<file path="src/rtl/fifo_stream_pkg.sv">
`default_nettype none
// ============================================================================
//  Package     : fifo_stream_pkg
//  Description : Shared types and helpers for the FIFO stream reader.
//  Revision    : 1.0 - initial release
// ============================================================================
package fifo_stream_pkg;

  // Drain-control FSM encoding
  typedef enum logic [1:0] {
    IDLE  = 2'd0,
    RUN   = 2'd1,
    FLUSH = 2'd2
  } state_e;

  // Width of a counter able to hold values 0..beats
  function automatic int cnt_width(input int beats);
    return $clog2(beats + 1);
  endfunction

endpackage
`default_nettype wire

</file>
<file path="src/rtl/stream_skid2.sv">
`default_nettype none
// ============================================================================
//  Module      : stream_skid2
//  Description : Two-entry in-order buffer. Unconditional write port, valid/
//                ready read port and an occupancy output for credit logic.
//  Revision    : 1.0 - initial release
// ============================================================================
module stream_skid2 #(
  parameter int DATA_WIDTH = 32
) (
  input  logic                  clk,
  input  logic                  rst,
  input  logic                  i_wr_en,
  input  logic [DATA_WIDTH-1:0] i_wr_data,
  output logic                  o_rd_valid,
  input  logic                  i_rd_ready,
  output logic [DATA_WIDTH-1:0] o_rd_data,
  output logic [1:0]            o_occ
);

  logic [DATA_WIDTH-1:0] r_mem [2];
  logic                  r_wr_ptr;
  logic                  r_rd_ptr;
  logic [1:0]            r_occ;
  logic                  w_pop;

  assign o_rd_valid = (r_occ != 2'd0);
  assign o_rd_data  = r_mem[r_rd_ptr];
  assign o_occ      = r_occ;
  assign w_pop      = o_rd_valid && i_rd_ready;

  // Storage, pointers and occupancy; the writer guarantees no write when full
  always_ff @(posedge clk) begin
    if (rst) begin
      r_mem[0] <= '0;
      r_mem[1] <= '0;
      r_wr_ptr <= 1'b0;
      r_rd_ptr <= 1'b0;
      r_occ    <= 2'd0;
    end else begin
      if (i_wr_en) begin
        r_mem[r_wr_ptr] <= i_wr_data;
        r_wr_ptr        <= ~r_wr_ptr;
      end
      if (w_pop) begin
        r_rd_ptr <= ~r_rd_ptr;
      end
      r_occ <= r_occ + {1'b0, i_wr_en} - {1'b0, w_pop};
    end
  end

endmodule
`default_nettype wire

</file>
<file path="src/rtl/fifo_stream_reader.sv">
`default_nettype none
// ============================================================================
//  Module      : fifo_stream_reader
//  Description : Drains a 1-cycle-latency FIFO into a valid/ready stream with
//                a generated last flag every PKT_LEN beats. Stops requested
//                through enable are only taken on packet boundaries.
//  Revision    : 1.0 - initial release
// ============================================================================
module fifo_stream_reader
  import fifo_stream_pkg::*;
#(
  parameter int  DATA_WIDTH = 32,
  parameter int  PKT_LEN    = 16,
  localparam int CNT_WIDTH  = cnt_width(PKT_LEN)
) (
  input  logic                  clk,
  input  logic                  reset,
  input  logic                  enable,
  input  logic                  fifo_empty,
  input  logic [DATA_WIDTH-1:0] fifo_dout,
  output logic                  fifo_rd_en,
  output logic                  m_valid,
  input  logic                  m_ready,
  output logic [DATA_WIDTH-1:0] m_data,
  output logic                  m_last,
  output logic                  busy
);

  localparam logic [CNT_WIDTH-1:0] c_LAST_BEAT = CNT_WIDTH'(PKT_LEN - 1);
  localparam logic [CNT_WIDTH-1:0] c_ZERO      = '0;
  localparam logic [CNT_WIDTH-1:0] c_ONE       = CNT_WIDTH'(1);

  state_e               r_state;
  state_e               w_next_state;
  logic                 r_inflight;
  logic [CNT_WIDTH-1:0] r_iss_cnt;
  logic [CNT_WIDTH-1:0] r_pop_cnt;
  logic                 w_issue_ok;
  logic                 w_pop;
  logic [1:0]           w_occ;
  logic [2:0]           w_pending;
  logic                 w_credit_ok;
  logic                 w_pkt_open;

  stream_skid2 #(
    .DATA_WIDTH (DATA_WIDTH)
  ) u_skid (
    .clk        (clk),
    .rst        (reset),
    .i_wr_en    (r_inflight),
    .i_wr_data  (fifo_dout),
    .o_rd_valid (m_valid),
    .i_rd_ready (m_ready),
    .o_rd_data  (m_data),
    .o_occ      (w_occ)
  );

  assign w_pop      = m_valid && m_ready;
  assign w_pkt_open = (r_iss_cnt != c_ZERO);

  // Words that will sit in the buffer next cycle if nothing new is issued
  assign w_pending   = {1'b0, w_occ} + {2'b00, r_inflight} - {2'b00, w_pop};
  assign w_credit_ok = (w_pending < 3'd2);
  assign fifo_rd_en  = !reset && w_issue_ok && !fifo_empty && w_credit_ok;

  assign m_last = m_valid && (r_pop_cnt == c_LAST_BEAT);
  assign busy   = (r_state != IDLE) || r_inflight || (w_occ != 2'd0);

  // Read-in-flight flag and issue/pop beat counters, each wrapping per packet
  always_ff @(posedge clk) begin
    if (reset) begin
      r_inflight <= 1'b0;
      r_iss_cnt  <= c_ZERO;
      r_pop_cnt  <= c_ZERO;
    end else begin
      r_inflight <= fifo_rd_en;
      if (fifo_rd_en) begin
        r_iss_cnt <= (r_iss_cnt == c_LAST_BEAT) ? c_ZERO : r_iss_cnt + c_ONE;
      end
      if (w_pop) begin
        r_pop_cnt <= (r_pop_cnt == c_LAST_BEAT) ? c_ZERO : r_pop_cnt + c_ONE;
      end
    end
  end

  // FSM state register
  always_ff @(posedge clk) begin
    if (reset) begin
      r_state <= IDLE;
    end else begin
      r_state <= w_next_state;
    end
  end

  // FSM next-state: a stop is taken at once on a boundary, else via FLUSH
  always_comb begin
    w_next_state = r_state;
    unique case (r_state)
      IDLE: begin
        if (enable) w_next_state = RUN;
      end
      RUN: begin
        if (!enable) w_next_state = w_pkt_open ? FLUSH : IDLE;
      end
      FLUSH: begin
        if (enable)           w_next_state = RUN;
        else if (!w_pkt_open) w_next_state = IDLE;
      end
      default: w_next_state = IDLE;
    endcase
  end

  // FSM outputs: a new packet is never opened in the cycle a stop is taken
  always_comb begin
    w_issue_ok = 1'b0;
    unique case (r_state)
      IDLE:    w_issue_ok = 1'b0;
      RUN:     w_issue_ok = enable || w_pkt_open;
      FLUSH:   w_issue_ok = w_pkt_open;
      default: w_issue_ok = 1'b0;
    endcase
  end

endmodule
`default_nettype wire

</file>
<file path="config.mk">
export PLATFORM = sky130hd
export DESIGN_NAME = fifo_stream_reader
export DESIGN_NICKNAME = d
export VERILOG_FILES = /design/src/rtl/fifo_stream_pkg.sv /design/src/rtl/stream_skid2.sv /design/src/rtl/fifo_stream_reader.sv
export SDC_FILE = /design/constraint.sdc
export NUM_CORES = 1
export LEC_CHECK = 0
export ABC_AREA = 1
export BUFFER_PORTS_ARGS = -buffer_cell sky130_fd_sc_hd__clkbuf_2
export CAP_MARGIN = 20
export CORE_MARGIN = 3
export CORE_UTILIZATION = 45
export CTS_CLUSTER_SIZE = 24
export DETAILED_ROUTE_END_ITERATION = 10
export PLACE_DENSITY = 0.67
export SETUP_SLACK_MARGIN = 0.5
export SLEW_MARGIN = 20
export SYNTH_ARGS = -nofsm -noshare
export SYNTH_HDL_FRONTEND = slang
export SYNTH_HIERARCHICAL = 1
export SYNTH_SLANG_ARGS = --single-unit
</file>
<file path="constraint.sdc">
create_clock -name clk -period 4.95 [get_ports clk]
set_input_delay 0.99 -clock clk [delete_from_list [all_inputs] [get_ports clk]]
set_output_delay 0.99 -clock clk [all_outputs]
set_load 0.1 [all_outputs]
</file>
# Yosys cells after proc, flatten, opt, wreduce, memory -nomap -nowiden
# Memory sizes are Yosys's and may differ from the RTL's. A register that Yosys moved wholly into a read port is not among the register bits.
# Index checks and enable logic that the tools add are counted.
# W data, S select, Z words.
[word_totals] regBits=17 ram_bits=64 in_bits=37 output_inout_bits=36 elab_cells=59 n_memories=1
[op_classes] add_sub_neg=6 order_cmp=1 n_eq_ne=7 muxes=19 bitwise=2 reduce_logical=16
[mem_list] memory="u_skid.r_mem" words=2 word_bits=32 rd=1 rd_ports_with_merged_regs=1 write_ports=2 line_no="stream_skid2.sv:21" text="logic [DATA_WIDTH-1:0] r_mem [2];"
[ops] cell="$mux W32" n=1
[ops] cell="$reduce_or A32 Y1" n=1
[ops] cell="$add A5 B1 Y5 const B" n=2
[ops] cell="$eq A5 B4 Y1 const B" n=2
[ops] cell="$mux W2" n=5
[ops] cell="$mux W5" n=2
[ops] cell="$mux W1" n=9
[ops] cell="$pmux W2 S3" n=1
[ops] cell="$logic_and A1 B1 Y1" n=5
[ops] cell="$reduce_bool A5 Y1" n=1
[ops] cell="$ne A2 B2 Y1 const B" n=2
[ops] cell="$reduce_bool A2 Y1" n=2
[ops] cell="$add A2 B1 Y3" n=1
[ops] cell="$logic_or A1 B1 Y1" n=3
[ops] cell="$lt A3 B2 Y1 const B" n=1
[ops] cell="$ne A3 B3 Y1 const B" n=1
[ops] cell="$reduce_and A3 Y1" n=1
[ops] cell="$sub A3 B1 Y3" n=1
[ops] cell="$add A2 B1 Y2" n=1
[ops] cell="$eq A2 B1 Y1 const B" n=1
[ops] cell="$eq A2 B2 Y1 const B" n=1
[ops] cell="$logic_not A1 Y1" n=2
[ops] cell="$logic_not A2 Y1" n=1
[ops] cell="$not A1 Y1" n=2
[ops] cell="other kinds (2)" n=2

# Longest topological paths before layout
[logic_depth] depth_word=6 ltp_mapped=15

# Hierarchy
# The synthesis kept the hierarchy.
[modules_own_cells] mod="stream_skid2" instances=1 cells_each=240 area_each_um2=2991.6 seq_area_each_um2=2021.9
[modules_own_cells] mod="fifo_stream_reader" instances=1 cells_each=126 area_each_um2=862.1 seq_area_each_um2=260.2

# Worst setup path after synthesis
# No wires, ideal clock.
[synth_path] path_type="flip-flop to output port" from="register u_skid.r_occ[1] (netlist: u_skid/o_occ[1])" to="output port fifo_rd_en" arrival_time_ns=3.419 required_ns=3.960 slack_ns=0.541 path_stages_with_launch=12 path_buffers=0 path_cell_list="dfxtp_1 > inv_1 > nand2_1 > nand2_1 > inv_1 > ha_1 > or2_2 > fa_1 > nand3_1 > inv_1 > nand3_4 > inv_1"
[synth_via] elab_chain_cells=5 elab_cells_between_ends=6 cone_classes="add/sub (2); order compare (1); reduce/logical (3)"
[synth_rtl] item="start: declaration" line_no="stream_skid2.sv:24" text="logic [1:0] r_occ;"
[synth_rtl] item="start signal: assignment" line_no="stream_skid2.sv:48" text="r_occ <= r_occ + {1'b0, i_wr_en} - {1'b0, w_pop};"
[synth_rtl] item="$reduce_bool A2 Y1" line_no="stream_skid2.sv:27" text="assign o_rd_valid = (r_occ != 2'd0);"
[synth_rtl] item="net m_valid" line_no="fifo_stream_reader.sv:22" text="output logic m_valid,"
[synth_rtl] item="$logic_and A1 B1 Y1" line_no="fifo_stream_reader.sv:58" text="assign w_pop = m_valid && m_ready;"
[synth_rtl] item="net w_pop" line_no="fifo_stream_reader.sv:39" text="logic w_pop;"
[synth_rtl] item="$sub A3 B1 Y3" line_no="fifo_stream_reader.sv:62" text="assign w_pending = {1'b0, w_occ} + {2'b00, r_inflight} - {2'b00, w_pop};"
[synth_rtl] item="$lt A3 B2 Y1" line_no="fifo_stream_reader.sv:63" text="assign w_credit_ok = (w_pending < 3'd2);"
[synth_rtl] item="$logic_and A1 B1 Y1" line_no="fifo_stream_reader.sv:64" text="assign fifo_rd_en = !reset && w_issue_ok && !fifo_empty && w_credit_ok;"
[synth_rtl] item="end: declaration" line_no="fifo_stream_reader.sv:21" text="output logic fifo_rd_en,"
# The timed path passes the listed nets, and every way through them passes these cells.

# Worst setup path in the final report
[layout_path] from="input port m_ready" to="output port fifo_rd_en"
[layout_via] elab_chain_cells=4
[layout_rtl] item="start: declaration" line_no="fifo_stream_reader.sv:23" text="input logic m_ready,"
[layout_rtl] item="$logic_and A1 B1 Y1" line_no="fifo_stream_reader.sv:58"
[layout_rtl] item="net w_pop" line_no="fifo_stream_reader.sv:39"
[layout_rtl] item="$sub A3 B1 Y3" line_no="fifo_stream_reader.sv:62"
[layout_rtl] item="$lt A3 B2 Y1" line_no="fifo_stream_reader.sv:63"
[layout_rtl] item="$logic_and A1 B1 Y1" line_no="fifo_stream_reader.sv:64"
# The timed path passes the listed nets, and every way through them passes these cells.

==> flow_summary.ini <==
[layout]
fin_nets = 492
ff_latch_area_um2 = 2282
num-fill-cells = 758
area_growth_pct = 16.56
n_antenna_cell = 0
drive_above_1_share = 0.2873
final_cells = 554
multi_input_area_um2 = 1211

[power]
power_leakage_nw = 2.103
comb_power_share = 0.406
swShare = 0.4489
p_seq_frac = 0.369
power_frac_clock = 0.224
net-switching-power_w = 0.0009810
power.density_nw_per_um2 = 486.5
vdd_drop_max_mv = 0.3737
internal_power_w = 0.001204

[placement]
place_inst = 538
place.gp.congestion = 0.8223
post-dp-hpwl_um = 4768
numPortBuffers = 72

[sta]
final-max-slew-violation-count = 0
relSlewSlack = 0.5208
fin_worst_skew_ns = 0.007739
period_needed_ns = 4.214
finalCritPeriodShare = 0.8514
hold_violations = 0
worst_pin_slew_ns = 0.7163
finalSetupViolations = 0
rsz0062_at_grt = false
max_freq_mhz = 237.3
tns_ns = 0

[job]
cap_violations = 0

[synth]
synth.cells.most_frequent = nor2_1 (82), inv_1 (69), edfxtp_1 (64), nand2_1 (35), mux2_2 (26)
syn_nets = 414
synth.largest_area_cell = edfxtp_1
avgSynthCellArea_um2 = 10.53
dominantRegCellSynth = edfxtp_1
synth_area_leaders = edfxtp_1 (50%), dfxtp_1 (9.4%), nor2_1 (8.0%), mux2_2 (7.6%), inv_1 (6.7%)
yosysMostFrequentCell = nor2_1
synth-edff-count = 64
async_reset_ff_frac = 0
syn_inst = 366
yosys_warnings = 6
synth-seq-cells = 82
ys_seq_area_frac = 0.5922
post_synth_num_cell_types = 27
yosys.area.top_type_share = 0.4987
synth_area_um2 = 3854

[die]
start_util = 0.4667
die_w_um = 98.54
core_area_um2 = 8258
die-area_um2 = 9710
rows = 33
boundaryPins = 73
dieHeight_um = 98.54

[cts]
clk_latency_ns = 0.35
cts_tree = yes
clock_path_buffers = 2
cts-root-buf = clkbuf_8
cts.sinks = 82
clkTransAtPathRegs_ns = 0.08
cts_buffers = 9
cts.hold.buffers_added = 0
htreeDepth = 3

[routing]
vias = 2623
drc_errors = 0
post_drt_wl_per_cell_um = 12.83
detail_route.vias_per_cell = 4.735
first_pass_iters = 4
antenna_left = 0
totalWireLength_um = 7106
drt_iter0_drc = 117

[critical_path]
end_kind = output pin
path_cells = clkbuf_2 -> nand2_1 -> inv_1 -> ha_1 -> or2_2 -> fa_1 -> nand3_1 -> inv_1 -> nand3_4 -> inv_1 -> buf_2
critPathBufInv = 5
critPathMostFrequentCell = inv_1
worst_ep_required_time_ns = 3.96
startpoint_type = primary input
slowest_delay_ns = 0.48
critPathKind = primary input to output pin
cp_top_family = buffers and inverters
cp_max_fo = 6
cp.arrival_ns = 3.22
slowest_stage = fa_1

[grt]
overflow = 0
grt_max_degree = 35
grt.total_usage = 0.1571
grt_pass1_vias = 2697
antenna_found_initial = 0
grt_pass1_wl_um = 12200

[hold_path]
worstHoldPathType = flip-flop to flip-flop

[run_status]
outcome = finished, final reports clean
==> through the flow <==
step | instance area (µm²) | worst slack (ns) | util | power, W | hold slack (ns)
after floorplan | 3854 | 0.5409 | - | 0.001618 | 0.4413
after global placement | 4289 | 0.7591 | 0.5194 | 0.001707 | 0.4666
after detailed placement | 4289 | 0.7225 | 0.5194 | 0.001716 | 0.4740
after CTS | 4492 | 0.7051 | 0.5439 | 0.002213 | 0.4888
after global routing | 4492 | 0.5010 | 0.5439 | 0.002300 | 0.5077
final | 4492 | 0.7358 | 0.5439 | 0.002185 | 0.4862
==> area by class of cell <==
type / count / area share
inverters: 71 / 0.05933
multi-input cells: 203 / 0.2696
repair buffers: 77 / 0.08858
flip-flops and latches: 82 / 0.5081
well taps: 105 / 0.02925
clock inverters: 7 / 0.01755
clock buffers: 9 / 0.02758
==> cells in the final DEF, fill, tap and decap left out, types with 2 or more instances in the layout <==
cell type / netlist / routed
edfxtp_1: 64 / 64
clkbuf_2: 0 / 71
a21oi_1: 8 / 8
nand2_1: 35 / 35
clkinv_4: 0 / 3
inv_2: 2 / 2
mux2_2: 26 / 26
inv_1: 69 / 69
ha_1: 10 / 10
dfxtp_1: 18 / 18
nor2_1: 82 / 82
o21ai_0: 2 / 2
nor3_1: 3 / 3
clkbuf_8: 0 / 9
nand2_2: 2 / 2
nand4_1: 8 / 8
nand3_1: 11 / 11
buf_4: 0 / 5
mux2_1: 6 / 6
==> worst min-delay path: cells and delay by family, from the launching register on <==
family,cells,cell delay (ns)
flops,1,0.30
simple gates,1,0.06
buf+inv,1,0.08
==> sequential cells by signal (all words and copies together) (netlist names), named ones only <==
register and count:
u_skid/r_mem 64, r_inflight 1, r_state 2, u_skid/r_rd_ptr 1
r_iss_cnt 5, u_skid/o_occ 2, r_pop_cnt 5, u_skid/r_wr_ptr 1
==> kinds of logic (layout without fill, tap and decap cells) <==
group,count (synthesis),count (layout),share of synthesized area
compound gates,13,13,0.01851
fa+ha+maj,11,11,0.03766
buf+inv,81,164,0.09351
flops,82,82,0.5922
mux,32,32,0.09351
simple gates,147,147,0.1646
==> final timing paths <==
path                   startpoint           end  slack, ns  cells past startpoint
setup / recovery          m_ready    fifo_rd_en       0.74                     11
hold / removal       r_pop_cnt[4]  r_pop_cnt[4]       0.49                      2
setup reg to reg  u_skid/o_occ[1]  r_iss_cnt[4]       2.33                     12
hold reg to reg      r_pop_cnt[4]  r_pop_cnt[4]       0.49                      2
==> metal layers <==
metal,GRT usage,share of wire,vias up
li1,-,-,1338
met1,0.1900,0.43,1223
met2,0.2715,0.52,55
met3,0.03822,0.045,7
met4,0.05987,0.014,0
met5,0,0,-
==> power by group through the flow <==
stage                     Sequential, W  Clock [W]  Combinational, W
after floorplan                0.000818          0          0.000799
after global placement         0.000820          0          0.000887
after detailed placement       0.000824          0          0.000892
after CTS                      0.000808   0.000509          0.000896
after global routing           0.000814   0.000535          0.000951
final                          0.000807   0.000491          0.000888
==> repair_timing <==
item                       4_1_cts  5_1_grt
setup endpoints to repair        0        1
setup buffers                    0        0
resized for setup                0        1
hold endpoints to repair         0        0
Power figures use the tool's default switching activity.
